--- config.mk ---
export PLATFORM = sky130hd
export DESIGN_NAME = vga_timing_gen_flat
export DESIGN_NICKNAME = d
export VERILOG_FILES = /design/src/rtl/vga_timing_pkg.sv /design/src/rtl/vga_timing_gen_if.sv /design/src/rtl/sync_delay_line.sv /design/src/rtl/vga_timing_gen.sv /design/src/flat_wrapper.sv
export SDC_FILE = /design/constraint.sdc
export NUM_CORES = 1
export LEC_CHECK = 0
export ABC_AREA = 1
export CORE_MARGIN = 3
export CORE_UTILIZATION = 57
export DETAILED_ROUTE_END_ITERATION = 8
export PLACE_DENSITY = 0.93
export SYNTH_ARGS = -nofsm -noshare
export SYNTH_HDL_FRONTEND = slang
export SYNTH_SLANG_ARGS = --single-unit
--- constraint.sdc ---
create_clock -name vga_clk -period 4.5 [get_ports vga_clk]
set_input_delay 0.45 -clock vga_clk [delete_from_list [all_inputs] [get_ports vga_clk]]
set_output_delay 0.45 -clock vga_clk [all_outputs]
set_load 0.005 [all_outputs]
--- src/rtl/vga_timing_pkg.sv ---
// Shared VGA timing constants for the 640x480@60 Hz raster generator.
// Holds the default porch/sync sizes, derived totals, sync window edges,
// the coordinate/frame counter widths and the sync payload type.
package vga_timing_pkg;

  localparam int unsigned COORD_W     = 10;
  localparam int unsigned FRAME_CNT_W = 8;
  localparam int unsigned MAX_SYNC_DELAY = 4;

  localparam int unsigned DEF_H_VISIBLE = 640;
  localparam int unsigned DEF_H_FRONT   = 16;
  localparam int unsigned DEF_H_SYNC    = 96;
  localparam int unsigned DEF_H_BACK    = 48;
  localparam int unsigned DEF_V_VISIBLE = 480;
  localparam int unsigned DEF_V_FRONT   = 10;
  localparam int unsigned DEF_V_SYNC    = 2;
  localparam int unsigned DEF_V_BACK    = 33;

  localparam int unsigned DEF_H_TOTAL =
    DEF_H_VISIBLE + DEF_H_FRONT + DEF_H_SYNC + DEF_H_BACK;
  localparam int unsigned DEF_V_TOTAL =
    DEF_V_VISIBLE + DEF_V_FRONT + DEF_V_SYNC + DEF_V_BACK;

  // Sync windows are [start, end): 656..751 and 490..491 with the defaults.
  localparam int unsigned DEF_H_SYNC_START = DEF_H_VISIBLE + DEF_H_FRONT;
  localparam int unsigned DEF_H_SYNC_END   = DEF_H_SYNC_START + DEF_H_SYNC;
  localparam int unsigned DEF_V_SYNC_START = DEF_V_VISIBLE + DEF_V_FRONT;
  localparam int unsigned DEF_V_SYNC_END   = DEF_V_SYNC_START + DEF_V_SYNC;

  localparam int unsigned SYNC_W = 2;

  // Active-low sync pair carried through the delay line.
  typedef struct packed {
    logic hs;
    logic vs;
  } sync_t;

endpackage

--- src/rtl/vga_timing_gen_if.sv ---
// Raster timing bundle from the timing generator to the renderers/connector.
//   DrawX/DrawY : current pixel column/line
//   blank       : 1 while in the visible region
//   hs/vs       : delayed active-low syncs
//   sof         : start-of-frame strobe at (0,0)
//   frame_cnt   : frame counter, advances with sof
interface vga_timing_gen_if;
  import vga_timing_pkg::*;

  logic [COORD_W-1:0]     DrawX;
  logic [COORD_W-1:0]     DrawY;
  logic                   blank;
  logic                   hs;
  logic                   vs;
  logic                   sof;
  logic [FRAME_CNT_W-1:0] frame_cnt;

  modport master (
    output DrawX, DrawY, blank, hs, vs, sof, frame_cnt
  );

  modport slave (
    input DrawX, DrawY, blank, hs, vs, sof, frame_cnt
  );

endinterface

--- src/rtl/sync_delay_line.sv ---
// Fixed-depth shift register used to align syncs with registered RGB.
//   clk, rst_n : clock, asynchronous active-low reset (stages reset to 1)
//   d_i        : WIDTH-bit input
//   q_o        : input delayed by DEPTH clocks (pass-through when DEPTH = 0)
module sync_delay_line #(
  parameter int unsigned DEPTH = 1,
  parameter int unsigned WIDTH = 2
) (
  input  logic             clk,
  input  logic             rst_n,
  input  logic [WIDTH-1:0] d_i,
  output logic [WIDTH-1:0] q_o
);

  if (DEPTH == 0) begin : g_bypass
    // No storage: clock and reset are intentionally unused here.
    logic unused_ok;
    assign unused_ok = clk ^ rst_n;
    assign q_o       = d_i;
  end else begin : g_shift
    logic [DEPTH-1:0][WIDTH-1:0] stage_q;

    // Reset to all-ones so active-low syncs stay deasserted.
    always_ff @(posedge clk or negedge rst_n) begin
      if (!rst_n) begin
        stage_q <= '1;
      end else begin
        stage_q[0] <= d_i;
        for (int unsigned i = 1; i < DEPTH; i++) begin
          stage_q[i] <= stage_q[i-1];
        end
      end
    end

    assign q_o = stage_q[DEPTH-1];
  end

endmodule

--- src/rtl/vga_timing_gen.sv ---
// VGA raster timing generator (default 640x480@60 Hz from a 25 MHz clock).
//   vga_clk : pixel clock
//   reset_n : asynchronous active-low reset
//   vga     : timing bundle (DrawX, DrawY, blank, hs, vs, sof, frame_cnt)
// All flags are registered from the next counter values so they line up
// with DrawX/DrawY; hs/vs then pass through SYNC_DELAY extra stages.
module vga_timing_gen
  import vga_timing_pkg::*;
#(
  parameter int unsigned H_VISIBLE  = DEF_H_VISIBLE,
  parameter int unsigned H_FRONT    = DEF_H_FRONT,
  parameter int unsigned H_SYNC     = DEF_H_SYNC,
  parameter int unsigned H_BACK     = DEF_H_BACK,
  parameter int unsigned V_VISIBLE  = DEF_V_VISIBLE,
  parameter int unsigned V_FRONT    = DEF_V_FRONT,
  parameter int unsigned V_SYNC     = DEF_V_SYNC,
  parameter int unsigned V_BACK     = DEF_V_BACK,
  parameter int unsigned SYNC_DELAY = 1
) (
  input  logic              vga_clk,
  input  logic              reset_n,
  vga_timing_gen_if.master  vga
);

  localparam int unsigned H_TOTAL = H_VISIBLE + H_FRONT + H_SYNC + H_BACK;
  localparam int unsigned V_TOTAL = V_VISIBLE + V_FRONT + V_SYNC + V_BACK;

  localparam logic [COORD_W-1:0] H_LAST    = COORD_W'(H_TOTAL - 1);
  localparam logic [COORD_W-1:0] V_LAST    = COORD_W'(V_TOTAL - 1);
  localparam logic [COORD_W-1:0] H_VIS     = COORD_W'(H_VISIBLE);
  localparam logic [COORD_W-1:0] V_VIS     = COORD_W'(V_VISIBLE);
  localparam logic [COORD_W-1:0] H_SYNC_LO = COORD_W'(H_VISIBLE + H_FRONT);
  localparam logic [COORD_W-1:0] H_SYNC_HI = COORD_W'(H_VISIBLE + H_FRONT + H_SYNC);
  localparam logic [COORD_W-1:0] V_SYNC_LO = COORD_W'(V_VISIBLE + V_FRONT);
  localparam logic [COORD_W-1:0] V_SYNC_HI = COORD_W'(V_VISIBLE + V_FRONT + V_SYNC);

  logic [COORD_W-1:0]     hc_q, hc_d;
  logic [COORD_W-1:0]     vc_q, vc_d;
  logic                   blank_q, blank_d;
  logic                   hs_raw_q, hs_raw_d;
  logic                   vs_raw_q, vs_raw_d;
  logic                   sof_q, sof_d;
  logic [FRAME_CNT_W-1:0] frame_cnt_q, frame_cnt_d;

  sync_t sync_raw;
  sync_t sync_dly;

  // Next counter position and the flags decoded from it.
  always_comb begin
    hc_d        = hc_q + COORD_W'(1);
    vc_d        = vc_q;
    frame_cnt_d = frame_cnt_q;

    if (hc_q == H_LAST) begin
      hc_d = '0;
      vc_d = (vc_q == V_LAST) ? '0 : vc_q + COORD_W'(1);
    end

    blank_d  = (hc_d < H_VIS) && (vc_d < V_VIS);
    hs_raw_d = !((hc_d >= H_SYNC_LO) && (hc_d < H_SYNC_HI));
    vs_raw_d = !((vc_d >= V_SYNC_LO) && (vc_d < V_SYNC_HI));
    sof_d    = (hc_d == '0) && (vc_d == '0);

    if (sof_d) begin
      frame_cnt_d = frame_cnt_q + FRAME_CNT_W'(1);
    end
  end

  // Reset parks the counters on the last pixel so the first edge lands on (0,0).
  always_ff @(posedge vga_clk or negedge reset_n) begin
    if (!reset_n) begin
      hc_q        <= H_LAST;
      vc_q        <= V_LAST;
      blank_q     <= 1'b0;
      hs_raw_q    <= 1'b1;
      vs_raw_q    <= 1'b1;
      sof_q       <= 1'b0;
      frame_cnt_q <= '0;
    end else begin
      hc_q        <= hc_d;
      vc_q        <= vc_d;
      blank_q     <= blank_d;
      hs_raw_q    <= hs_raw_d;
      vs_raw_q    <= vs_raw_d;
      sof_q       <= sof_d;
      frame_cnt_q <= frame_cnt_d;
    end
  end

  assign sync_raw = '{hs: hs_raw_q, vs: vs_raw_q};

  sync_delay_line #(
    .DEPTH (SYNC_DELAY),
    .WIDTH (SYNC_W)
  ) u_sync_delay (
    .clk   (vga_clk),
    .rst_n (reset_n),
    .d_i   (sync_raw),
    .q_o   (sync_dly)
  );

  assign vga.DrawX     = hc_q;
  assign vga.DrawY     = vc_q;
  assign vga.blank     = blank_q;
  assign vga.sof       = sof_q;
  assign vga.frame_cnt = frame_cnt_q;
  assign vga.hs        = sync_dly.hs;
  assign vga.vs        = sync_dly.vs;

endmodule

--- src/flat_wrapper.sv ---
// flat-port wrapper written by rule: the top's interface ports become plain ports
module vga_timing_gen_flat import vga_timing_pkg::*;
#(
  parameter int unsigned H_VISIBLE  = DEF_H_VISIBLE,
  parameter int unsigned H_FRONT    = DEF_H_FRONT,
  parameter int unsigned H_SYNC     = DEF_H_SYNC,
  parameter int unsigned H_BACK     = DEF_H_BACK,
  parameter int unsigned V_VISIBLE  = DEF_V_VISIBLE,
  parameter int unsigned V_FRONT    = DEF_V_FRONT,
  parameter int unsigned V_SYNC     = DEF_V_SYNC,
  parameter int unsigned V_BACK     = DEF_V_BACK,
  parameter int unsigned SYNC_DELAY = 1
)
  (vga_clk, reset_n, vga_DrawX, vga_DrawY, vga_blank, vga_hs, vga_vs, vga_sof, vga_frame_cnt);
  vga_timing_gen_if vga_i ();
  input  logic vga_clk;
  input  logic reset_n;
  output wire logic [$bits(vga_i.DrawX)-1:0] vga_DrawX;
  output wire logic [$bits(vga_i.DrawY)-1:0] vga_DrawY;
  output wire logic [$bits(vga_i.blank)-1:0] vga_blank;
  output wire logic [$bits(vga_i.hs)-1:0] vga_hs;
  output wire logic [$bits(vga_i.vs)-1:0] vga_vs;
  output wire logic [$bits(vga_i.sof)-1:0] vga_sof;
  output wire logic [$bits(vga_i.frame_cnt)-1:0] vga_frame_cnt;
  assign vga_DrawX = vga_i.DrawX;
  assign vga_DrawY = vga_i.DrawY;
  assign vga_blank = vga_i.blank;
  assign vga_hs = vga_i.hs;
  assign vga_vs = vga_i.vs;
  assign vga_sof = vga_i.sof;
  assign vga_frame_cnt = vga_i.frame_cnt;
  vga_timing_gen #(.H_VISIBLE(H_VISIBLE), .H_FRONT(H_FRONT), .H_SYNC(H_SYNC), .H_BACK(H_BACK), .V_VISIBLE(V_VISIBLE), .V_FRONT(V_FRONT), .V_SYNC(V_SYNC), .V_BACK(V_BACK), .SYNC_DELAY(SYNC_DELAY)) u_core (.vga_clk(vga_clk), .reset_n(reset_n), .vga(vga_i));
endmodule
### Word-level counts from Yosys, hierarchy flattened

Cells that the tools add are included.

| word-level totals | value |
|---|---|
| flip-flop bits (word level) | 34 |
| bits of input ports | 2 |
| output and inout port bits | 32 |
| logic and storage cells | 30 |

| operators by class | value |
|---|---|
| $add $sub $neg | 3 |
| magnitude comparators | 6 |
| eq/ne operators | 2 |
| mux-type cells | 3 |
| reduce and logical (&&, ||, !) cells | 8 |

Operator list:

| cell | count |
|---|---|
| 10-bit two-way mux | 3 |
| 10-bit by 1-bit adder with 10-bit output, second input constant | 2 |
| 10-bit == test, second input constant | 2 |
| 10-bit zero test | 2 |
| 10-bit < comparator, second input constant | 2 |
| 10-bit by 9-bit < comparator with 1-bit output, second input constant | 2 |
| 10-bit >= comparator, second input constant | 1 |
| 10-bit by 9-bit >= comparator with 1-bit output, second input constant | 1 |
| 8-bit by 1-bit adder with 8-bit output, second input constant | 1 |
| 1-bit logical AND | 4 |
| 1-bit zero test | 2 |

### Longest topological paths before layout

| depth | value |
|---|---|
| depth in word-level cells | 6 |
| depth in mapped cells | 15 |
| mapped depth without buffers | 15 |

### By module

A second synthesis with hierarchy kept.

| second synthesis, totals | value |
|---|---|
| cell total of the unflattened synthesis | 257 |
| area, all modules | 2034.5 sq um |

By module, submodules not included:

| module | instances | cells each | area each (sq um) |
|---|---|---|---|
| vga_timing_gen | 1 | 255 | 1981.9 |
| sync_delay_line | 1 | 2 | 52.6 |

### Worst setup path before layout

OpenSTA, ideal clock, no wires.

| timing | value |
|---|---|
| kind | flip-flop to flip-flop |
| from | register u_core.hc_q[0], in the netlist u_core.vga.DrawX[0] |
| to | register u_core.frame_cnt_q[2], in the netlist u_core.vga.frame_cnt[2] |
| setup time | 117 ps |
| arrival | 1844 ps |
| data required time | 4383 ps |
| path slack | 2539 ps |
| stages on the path, launching flop included | 15 |
| period minus slack after synthesis | 1961 ps |
| cells stage by stage | dfstp_2 ha_1 nand2_4 nor2_2 nand4_4 clkinv_4 nand2_1 nand2_2 nand2_1 clkinv_2 nand2_4 nor2_8 nand3_4 nand2_1 nand2_1 |

| on the way | value |
|---|---|
| cells in the longest elaborated chain, start to end | 4 |
| elaborated cells between the ends (all ways) | 7 |
| classes of those cells | 1 x add/sub; 1 x eq/ne; 2 x mux; 3 x reduce/logical |

Ends and longest elaborated chain:

| element | RTL line | source |
|---|---|---|
| from (decl) | vga_timing_gen.sv:37 | `logic [COORD_W-1:0] hc_q, hc_d;` |
| from (signal assigned) | vga_timing_gen.sv:72 | `hc_q <= H_LAST;` |
| from (signal assigned) | vga_timing_gen.sv:80 | `hc_q <= hc_d;` |
| 10-bit by 1-bit adder with 10-bit output / 10-bit == test (equally long branches) | vga_timing_gen.sv:50, vga_timing_gen.sv:54 |  |
| 10-bit two-way mux | vga_timing_gen.sv:54 | `if (hc_q == H_LAST) begin` |
| 10-bit zero test | vga_timing_gen.sv:62 | `sof_d = (hc_d == '0) && (vc_d == '0);` |
| 1-bit logical AND * | vga_timing_gen.sv:62 |  |
| to (signal assigned) | vga_timing_gen.sv:86 | `frame_cnt_q <= frame_cnt_d;` |
| to (decl) | vga_timing_gen.sv:43 | `logic [FRAME_CNT_W-1:0] frame_cnt_q, frame_cnt_d;` |

Every way passes the cells marked *; elsewhere a longest branch is shown, timed or not.
A chain may end at the register's enable or synchronous reset.

### Final worst setup path

| timing | value |
|---|---|
| from | register u_core.hc_q[0], in the netlist u_core.vga.DrawX[0] |
| to | register u_core.frame_cnt_q[3], in the netlist u_core.vga.frame_cnt[3] |

The elaborated chain is that of the path after synthesis.

==> impl_metrics.yaml <==
status:
  status: "completed"
finish:
  finalNetCount: 313
  final_core_util: 0.7586
  final_common_cell: "nand2_1"
  layout-drive-gt1-share: 0.1916
  antenna_diodes: 0
  layout-area-overhead-vs-synth_pct: 24.23
  commonest_cells_after_routing_fill_and_taps_aside: "nand2_1 (89), inv_1 (40), clkdlybuf4s50_1 (33)"
  filler_cell_count: 248
  register_area_um2: 868.3
  area_of_the_multi_input_gates_um2: 1049
sta:
  setup_tns_ps: 0
  fin_clk_skew_ps: 10.07
  finalWorstSetupSlack_ps: 2279
  timing.final.hold_violations: 0
  max_slew.worst_pin.slew_ps: 408.2
  finalWorstPathRequiredPeriod_ps: 2221
  rsz_0062_raised_after_global_routing: "false"
  pins_over_slew_limit: 0
  final.period_utilization: 0.4937
  timing.fmax_ghz: 0.4502
  setup_viol: 0
  max-slew-margin-rel: 0.7279
routing:
  routed-via-count: 1774
  post_drt_wl_per_cell_um: 12.20
  m1WireLength_mm: 1.960
  drt-initial-drc-count: 85
  drt_pass1_iterations: 4
  top_layer_used: "met4"
  dr_wl_met2_mm: 2.176
  route.detailed.vias_per_inst: 5.011
  routed_wirelength_mm: 4.320
  met3RoutedLength_um: 134
  drt_drc_violations_left: 0
  ant_nets: 0
global_routing:
  grt_first_pass_wirelength_mm: 7.521
  first_global_vias: 1762
  gr-total-overflow: 0
  grt_antenna_before_repair: 0
  pin_count_of_the_biggest_net_entering_global_routing: 35
  gr-usage-all-layers: 0.2248
worst_setup_path:
  cp_slowest_cell: "dfstp_2"
  critical_path.max_stage_delay_ps: 560
  setup.reg_to_reg.worst_slack_ps: 2280
  critical_path.cell_chain: "ha_1 > nand2_4 > nor2_2 > nand4_4 > clkinv_4 > nand2_1 > nand2_1 > nand2_1 > clkinv_2 > nand2_4 > nor2_8 > nand3_4 > nand2_1 > nand2_1"
  cp_max_fo: 9
  arrival_ps: 2410
  worstSetupPathType: "reg2reg"
  critical_path.most_common_cell: "nand2_1"
  critical_path.reg2reg.startpoint: "u_core.vga.DrawX[0]$_DFF_PN1_"
  timing.rr.end: "u_core.vga.frame_cnt[3]$_DFFE_PN0P_"
  worstSetupStartpoint: "u_core.vga.DrawX[0]$_DFF_PN1_"
  crit_path_end: "u_core.vga.frame_cnt[3]$_DFFE_PN0P_"
  crit_cells: 14
  cp_delay_by_family_top: "simple AND/OR/NAND/NOR gates"
  crit_required_ps: 4690
  crit_path_end_kind: "flip-flop"
  reg2reg_depth: 14
  timing.critical_path.from_type: "flip-flop"
  cp_num_buf_inv: 2
synthesis:
  synthCells: 266
  yosysWarningCount: 0
  synth_top_cells_by_area: "dfrtp_1 (24%), dfstp_2 (18%), nand2_1 (16%)"
  synth_top_cell_area_share: 0.2381
  post-synth-top-area-cell: "dfrtp_1"
  postSynthRegisterBits: 34
  post_synth_num_cell_types: 28
  syn-num-nets: 272
  syn-cell-area_um2: 2102
  synth_sequential_area_ratio: 0.4131
  synth.avg_cell_area_um2: 7.902
placed_design:
  io_buffer_count: 33
  preCtsSetupSlack_ps: 2284
  finalWeightedCongestion: 0.8369
  place_hpwl_mm: 3.445
run:
  drv_cap: 0
power:
  internal_power_mw: 0.4721
  power.switching_mw: 0.1178
  comb_power_share: 0.012
  static_leak_nw: 1.380
  pwr_density_cell_nw_per_um2: 225.9
  sw_frac_of_total: 0.1997
  peak_supply_drop_mv: 0.2320
  seq_power_share: 0.519
  share_clk_of_total_power: 0.469
floorplanning:
  design.die.area_um2: 4452
  placement_rows: 21
  chipHeight_um: 66.73
  num_io_pins: 34
  floorplan.core_area_um2: 3442
  initial_core_util: 0.6107
  horizontal_die_dimension_um: 66.73
clock_network:
  tritoncts_num_sinks: 34
  cts_tree: "yes"
  holdBufCountCts: 0
  number_of_h_tree_levels: 2
  clock_insertion_delay_worst_skew_ps: 290
  number_of_instances_resized_during_post_cts_repair: 0
  buffers_from_clock_root_to_sink_at_most: 2
  cts_inserted_buffers: 5
  clk_root_buffer_cell: "clkbuf_8"
  cts.repair_timing.setup_buffer_count: 0
  clk_pin_slew_ps: 70
min_path:
  hold_class: "reg2reg"
==> synth_stat cells <==
cell type,number
nand2_4,4
dfstp_2,14
a21oi_1,1
nand2_1,89
nor2_1,15
nand3_2,5
inv_4,1
nor2_8,4
o21ai_1,1
nand4_1,13
clkinv_4,1
nand4_4,1
xor2_1,6
o21bai_1,2
nor2_2,4
clkinv_2,1
inv_2,4
xnor2_1,2
nor2_4,3
inv_1,40
nor3_1,5
o21ai_0,3
nand2_2,5
nand3_1,15
nand3_4,1
dfrtp_1,20
or2_2,2
ha_1,4
==> power groups by stage <==
stage          Sequential [mW]  Clock, mW  Combinational (mW)
2_1_floorplan            0.312          0         0.000000791
3_3_place_gp             0.311          0             0.00726
3_5_place_dp             0.311          0             0.00736
4_1_cts                  0.306      0.283             0.00735
5_1_grt                  0.306      0.297             0.00807
6_report                 0.306      0.277             0.00681
==> worst min path at each step <==
stage                                         start                                    to  slack, ps  cells past startpoint
after floorplan                             reset_n         u_core.vga.DrawX[5]$_DFF_PN0_        150                      0
after global placement    u_core.vs_raw_q$_DFF_PN1_  u_core.u_sync_delay.q_o[0]$_DFF_PN1_        350                      0
after detailed placement  u_core.hs_raw_q$_DFF_PN1_  u_core.u_sync_delay.q_o[1]$_DFF_PN1_        350                      0
after CTS                 u_core.hs_raw_q$_DFF_PN1_  u_core.u_sync_delay.q_o[1]$_DFF_PN1_        360                      0
after global routing      u_core.hs_raw_q$_DFF_PN1_  u_core.u_sync_delay.q_o[1]$_DFF_PN1_        370                      0
final                     u_core.hs_raw_q$_DFF_PN1_  u_core.u_sync_delay.q_o[1]$_DFF_PN1_        360                      0
==> final cells by class <==
cell class / instances / area share
inverters: 47 / 0.07092
clock inverters: 3 / 0.01725
multi-input cells: 185 / 0.4015
clock buffers: 5 / 0.02635
flip-flops and latches: 34 / 0.3325
repair buffers: 34 / 0.1294
well taps: 46 / 0.02204
==> registers in the layout (all words and copies together) (netlist names) <==
register and flops:
u_core.vga.DrawX 10, u_core.vga.DrawY 10, u_core.vga.frame_cnt 8, u_core.u_sync_delay.q_o 2
u_core.hs_raw_q 1, u_core.vga.blank 1, u_core.vga.sof 1, u_core.vs_raw_q 1
==> cells by family (layout without fill, tap and decap cells) <==
logic type | count (synthesis) | in the layout | share of synthesized area
xor gates and xnor gates | 8 | 8 | 0.03333
and+or+nand+nor | 166 | 166 | 0.4226
DFF | 34 | 34 | 0.4131
adders and majority gates | 4 | 4 | 0.02381
buffers and inverters | 47 | 89 | 0.08809
AOI/OAI and AO/OA | 7 | 7 | 0.01904
==> routing by layer <==
layer / vias to the layer above / track usage
li1: 907 / -
met1: 830 / 0.2787
met2: 33 / 0.3639
met3: 4 / 0.05396
met4: 0 / 0.1117
met5: - / 0
==> stage by stage <==
stage                     hold WS [ps]  total power, mW  area, µm²  std cells
final                            363.0           0.5898       2611        354
after global routing             368.3           0.6110       2611        354
after CTS                        364.2           0.5965       2611        354
after detailed placement         349.4           0.3188       2497        346
after global placement           345.7           0.3187       2497        346
after floorplan                  154.4           0.3115       2102        266
Note: power is estimated with default switching activity, not from simulation.
